--- src/rtl/arb_pkg.sv ---
// Shared types and width helpers for the round-robin req/ack arbiter.
// The wrap helper keeps rotate/unrotate arithmetic correct for non-power-of-two N.
package arb_pkg;

  typedef enum logic [1:0] {
    IDLE    = 2'd0,
    ACK     = 2'd1,
    RELEASE = 2'd2
  } arb_state_e;

  function automatic int ptr_width(input int n_req);
    return (n_req <= 2) ? 1 : $clog2(n_req);
  endfunction

  // Hold counter only has to reach TIMEOUT-1; a disabled timeout still needs one bit.
  function automatic int cnt_width(input int timeout);
    return (timeout <= 2) ? 1 : $clog2(timeout);
  endfunction

  function automatic int wrap_add(input int base, input int off, input int n);
    int s;
    s = base + off;
    return (s >= n) ? s - n : s;
  endfunction

endpackage

--- src/rtl/rr_pick.sv ---
// Combinational round-robin pick: rotate req so ptr sits at bit 0, take the
// lowest set bit, then map that offset back to an absolute requester index.
module rr_pick
  import arb_pkg::*;
#(
  parameter int N = 4,
  parameter int W = 2
) (
  input  logic [N-1:0] req,
  input  logic [W-1:0] ptr,
  output logic         valid,
  output logic [W-1:0] idx
);

  logic [N-1:0] rot;
  logic [W-1:0] off;
  logic         found;

  always_comb begin
    rot   = '0;
    off   = '0;
    found = 1'b0;
    for (int j = 0; j < N; j++) begin
      rot[j] = req[W'(wrap_add(int'(ptr), j, N))];
    end
    for (int j = 0; j < N; j++) begin
      if (!found && rot[j]) begin
        found = 1'b1;
        off   = W'(j);
      end
    end
    valid = found;
    idx   = W'(wrap_add(int'(ptr), int'(off), N));
  end

endmodule

--- src/rtl/rr_handshake_arbiter.sv ---
// Round-robin arbiter sharing one 4-phase req/ack channel among N_REQ requesters,
// with an optional forced release when an owner holds ack for TIMEOUT cycles.
module rr_handshake_arbiter
  import arb_pkg::*;
#(
  parameter int N_REQ   = 4,
  parameter int TIMEOUT = 8
) (
  input  logic                     clk,
  input  logic                     rst_n,
  input  logic [N_REQ-1:0]         req,
  output logic [N_REQ-1:0]         ack,
  output logic [$clog2(N_REQ)-1:0] gnt_id,
  output logic                     busy,
  output logic                     timeout_err
);

  localparam int W  = ptr_width(N_REQ);
  localparam int CW = cnt_width(TIMEOUT);
  localparam logic [CW-1:0] CNT_LAST = CW'(TIMEOUT - 1);
  localparam logic [CW-1:0] CNT_MAX  = {CW{1'b1}};

  arb_state_e     state;
  logic [W-1:0]   ptr;
  logic [CW-1:0]  cnt;
  logic           pick_valid;
  logic [W-1:0]   pick_idx;
  logic [W-1:0]   ptr_next;

  rr_pick #(
    .N (N_REQ),
    .W (W)
  ) u_pick (
    .req   (req),
    .ptr   (ptr),
    .valid (pick_valid),
    .idx   (pick_idx)
  );

  assign ptr_next = (gnt_id == W'(N_REQ - 1)) ? '0 : gnt_id + W'(1);

  // Handshake: requester raises req[i] and holds it; ack[i] rises one clock after
  // req is seen in IDLE; requester drops req[i]; ack[i] falls on the next clock;
  // the channel returns to IDLE only once req[gnt_id] is seen low (return-to-zero).
  always_ff @(posedge clk or negedge rst_n) begin
    if (!rst_n) begin
      state       <= IDLE;
      ack         <= '0;
      gnt_id      <= '0;
      busy        <= 1'b0;
      timeout_err <= 1'b0;
      ptr         <= '0;
      cnt         <= '0;
    end else begin
      timeout_err <= 1'b0;
      case (state)
        IDLE: begin
          if (pick_valid) begin
            ack    <= N_REQ'(1) << pick_idx;
            gnt_id <= pick_idx;
            busy   <= 1'b1;
            cnt    <= '0;
            state  <= ACK;
          end
        end
        ACK: begin
          // A req drop on the timeout cycle wins: it is an ordinary release.
          if (!req[gnt_id]) begin
            ack   <= '0;
            state <= RELEASE;
          end else if (TIMEOUT != 0 && cnt == CNT_LAST) begin
            ack         <= '0;
            timeout_err <= 1'b1;
            state       <= RELEASE;
          end else if (cnt != CNT_MAX) begin
            cnt <= cnt + CW'(1);
          end
        end
        RELEASE: begin
          if (!req[gnt_id]) begin
            busy  <= 1'b0;
            ptr   <= ptr_next;
            state <= IDLE;
          end
        end
        default: begin
          state <= IDLE;
          ack   <= '0;
          busy  <= 1'b0;
        end
      endcase
    end
  end

`ifndef SYNTHESIS
  a_ack_onehot0: assert property (@(posedge clk) disable iff (!rst_n) $onehot0(ack))
    else $error("ack not onehot0: %b", ack);

  a_owner_consistent: assert property (@(posedge clk) disable iff (!rst_n)
    busy |-> (ack == '0) || ack[gnt_id])
    else $error("ack %b not owned by gnt_id %0d", ack, gnt_id);

  a_err_single_cycle: assert property (@(posedge clk) disable iff (!rst_n)
    timeout_err |=> !timeout_err)
    else $error("timeout_err held longer than one cycle");

  for (genvar i = 0; i < N_REQ; i++) begin : g_rtz
    a_ack_follows_req: assert property (@(posedge clk) disable iff (!rst_n)
      ack[i] && $fell(req[i]) |=> $fell(ack[i]))
      else $error("ack[%0d] did not drop after req fell", i);
  end
`endif

endmodule
--- config.mk ---
export PLATFORM = sky130hd
export DESIGN_NAME = rr_handshake_arbiter
export DESIGN_NICKNAME = d
export VERILOG_FILES = /design/src/rtl/arb_pkg.sv /design/src/rtl/rr_pick.sv /design/src/rtl/rr_handshake_arbiter.sv
export SDC_FILE = /design/constraint.sdc
export NUM_CORES = 1
export LEC_CHECK = 0
export ABC_AREA = 1
export CAP_MARGIN = 20
export CORE_MARGIN = 3
export CORE_UTILIZATION = 48
export DETAILED_ROUTE_END_ITERATION = 16
export GPL_TIMING_DRIVEN = 0
export PLACE_DENSITY_LB_ADDON = 0.15
export SLEW_MARGIN = 40
export SYNTH_ARGS = -nofsm -noshare
export SYNTH_HDL_FRONTEND = slang
export SYNTH_HIERARCHICAL = 1
export SYNTH_SLANG_ARGS = --single-unit
--- constraint.sdc ---
create_clock -name clk -period 2.12 [get_ports clk]
set_clock_uncertainty 0.1 [all_clocks]
set_input_delay 0.212 -clock clk [delete_from_list [all_inputs] [get_ports clk]]
set_output_delay 0.212 -clock clk [all_outputs]
set_load 0.005 [all_outputs]
==> flow_summary_export.csv <==
group,metric,value,unit
finish,diodes,0,
power_and_ir_drop,power_switching,1150,uW
power_and_ir_drop,switching_share,50.8,%
critical_path,worstSetupStartpoint,"ptr[0]",
power_and_ir_drop,clkPwrFrac,7.1,%
cts,cts_max_path_buffers,2,
power_and_ir_drop,vdd_drop_max,0.805,mV
cts,clk_latency,0.28,ns
global_route,antenna_found_initial,0,
finish,final_common_cell,"nand2_1",
placed_design,globalplace.congestion,0.789,
power_and_ir_drop,powerDensity,1630,nW/um^2
cts,cts_hold_buf,0,
power_and_ir_drop,power.internal,1110,uW
placed_design,port_buffers,13,
critical_path,crit_path_start_kind,"register",
timing,setup_ws,-0.0494,ns
power_and_ir_drop,leakagePower,0.000734,uW
detailed_routing,wl_per_cell,11.8,um
critical_path,crit_path_max_fanout,8,
worst_hold_path,min_path_type,"primary input to asynchronous set/reset pin",
yosys,avgSynthCellArea,7.04,sq um
yosys,synthDistinctLibCells,21,
finish,area_growth,33.7,%
floorplanning,row_count,16,
finish,final_cell_mix,"nand2_1, nand2_2, dfrtp_1, clkdlybuf4s50_1",
finish,nNetsFinal,184,
status,violations,"negative setup slack",
timing,timing.fmax,461,MHz
yosys,synth_edf_count,0,
yosys,synthArstFlopShare,100,%
timing,period_minus_slack,2.17,ns
cts,cts.sinks,15,
placed_design,dpl.hpwl,1580,um
cts,cts.clk_slew.worst_paths,0.09,ns
global_route,grt_max_degree,16,
timing,holdWs,0.215,ns
detailed_routing,drtIter0Drc,24,
cts,cts_root_buf,"clkbuf_4",
timing,slew_headroom,56.7,%
power_and_ir_drop,combPwrFrac,71.8,%
critical_path,reg2reg_depth,17,
critical_path,end_kind,"register",
critical_path,crit_arrival,2.30,ns
detailed_routing,dr.pass1.iters,4,
yosys,yosysWarningCount,6,
yosys,seq_area_frac_synth,36.0,%
yosys,synthCells,148,
detailed_routing,ant_nets,0,
timing,final-hold-violation-count,0,
floorplanning,die_y,52.6,um
critical_path,path_class,"register to register",
cts,cts_buffers,3,
critical_path,cp.required,2.25,ns
floorplanning,io_pins,14,
detailed_routing,via_per_inst,5.02,
global_route,grt_pass1_wl,3950,um
timing,timing.final.crit_share,102,%
critical_path,rrSetupSlack,-0.05,ns
floorplanning,design.die.area,2770,sq um
cts,htreeDepth,1,
timing,worstMarginPinSlew,0.647,ns
critical_path,r2r-start,"ptr[0]",
timing,maxSlewViolCount,0,
timing,setup_viol,5,
yosys,synth_nets,158,
placed_design,dp_slack,-0.341,ns
cts,cts_tree,"yes",
floorplanning,die_w,52.6,um
global_route,globalRoute.totalOverflow,0,
floorplanning,core_area,2000,sq um
critical_path,endpoint,"ack[1]",
timing,rsz0062_at_grt,"true",
detailed_routing,drc,0,
global_route,track_usage,19.1,%
floorplanning,start_util,52.1,%
power_and_ir_drop,seq_power_share,21.1,%
job,drv_cap,0,
yosys,synthFlopType,"dfrtp_1",
global_route,grt_pass1_vias,908,
status,status,"finished, violations left",
yosys,syn_area,1040,sq um
detailed_routing,totalWireLength,2360,um
critical_path,regToRegEndpoint,"ack[1]",
detailed_routing,vias,1004,
finish,drive_above_1_share,32.4,%
yosys,ys_ff_latch,15,
==> metrics by stage <==
step	setup TNS, ns	power [uW]	instance area (sq um)	cells	utilization [%]
after global placement	-1.07	1610	1210	188	60.3
after CTS	-0.0345	2060	1350	197	67.3
after floorplan	0	1370	1040	148	-
after global routing	-0.943	2480	1390	200	69.6
final	-0.183	2270	1390	200	69.6
after detailed placement	-1.34	1650	1210	188	60.3
==> power groups by stage <==
stage | clock network [uW] | registers [uW] | logic (uW)
floorplan | 0 | 471 | 896
global placement | 0 | 480 | 1130
detailed placement | 0 | 486 | 1160
CTS | 169 | 478 | 1410
global route | 174 | 495 | 1810
finish | 162 | 478 | 1630
==> layer usage <==
metal  GRT usage (%)  up-vias  wire (um)
met5               0        -          0
met1            25.5      471       1140
met2            31.6       23       1100
li1                -      510          -
met4            1.28        0          0
met3            5.70        0        124
==> final cells by class <==
| cell class | count | area, sq um |
|---|---|---|
| plain buffers | 1 | 11.3 |
| clock buffers | 4 | 26.3 |
| fillers | 166 | 608 |
| inverters | 16 | 70.1 |
| multi-input cells | 116 | 688 |
| flip-flops and latches | 15 | 377 |
| well taps | 27 | 33.8 |
| repair buffers | 21 | 188 |
==> kinds of logic (layout without fill, tap and decap cells) <==
| kind of cell | after synthesis | count (layout) | synth area share (%) |
|---|---|---|---|
| DFF | 15 | 15 | 36.0 |
| buffers and inverters | 17 | 42 | 7.08 |
| and+or+nand+nor | 108 | 108 | 49.8 |
| AOI/OAI and AO/OA | 3 | 3 | 1.44 |
| xor gates and xnor gates | 1 | 1 | 0.840 |
| adders and majority gates | 4 | 4 | 4.80 |
==> synth_stat cells (2+ instances only) <==
library cell	count	share of area (%)
nor2_4	3	3.2
nor3_1	4	1.9
nand3_1	14	6.7
nand3_2	3	2.9
o21ai_0	2	0.96
nor2_1	6	2.2
dfrtp_1	15	36
inv_1	12	4.3
ha_1	4	4.8
inv_2	3	1.1
nand2_4	2	2.2
nand2_2	5	3.0
nand2_1	67	24
==> flip-flops by register name, summed over array words and instances (netlist names) <==
register     count
cnt              3
ptr              2
ack              4
gnt_id           2
busy             1
timeout_err      1
state            2
==> timing repair <==
action	in CTS	in global routing
endpoints found under the setup margin	5	5
resized for setup	23	9
hold endpoints to repair	0	0
pin swaps	18	4
setup buffers	4	3
gates cloned	1	0
==> worst min path at each step <==
stage	start	end	slack (ns)
global route	rst_n	ack[1]	0.26
finish	rst_n	ptr[0]	0.22
global placement	ack[1]	ack[1]	0.36
floorplan	rst_n	ack[0]	-0.18
detailed placement	ack[3]	ack[3]	0.36
CTS	rst_n	ack[1]	0.24
==> worst max-delay path, stage by stage (launching register included) <==
cell      delay, ns
dfrtp_1        0.39
buf_6          0.15
inv_8          0.05
nand2_2        0.05
nand2_2        0.06
nand2_2        0.06
nand2_2        0.07
nor2_4         0.11
nand3b_1       0.08
nand2_1        0.08
ha_2           0.18
xor2_2         0.16
inv_1          0.07
nand3_2        0.09
nand2_4        0.08
nor3_2         0.16
nand3_1        0.09
nand2_1        0.07
Note: power is estimated with default switching activity, not from simulation.
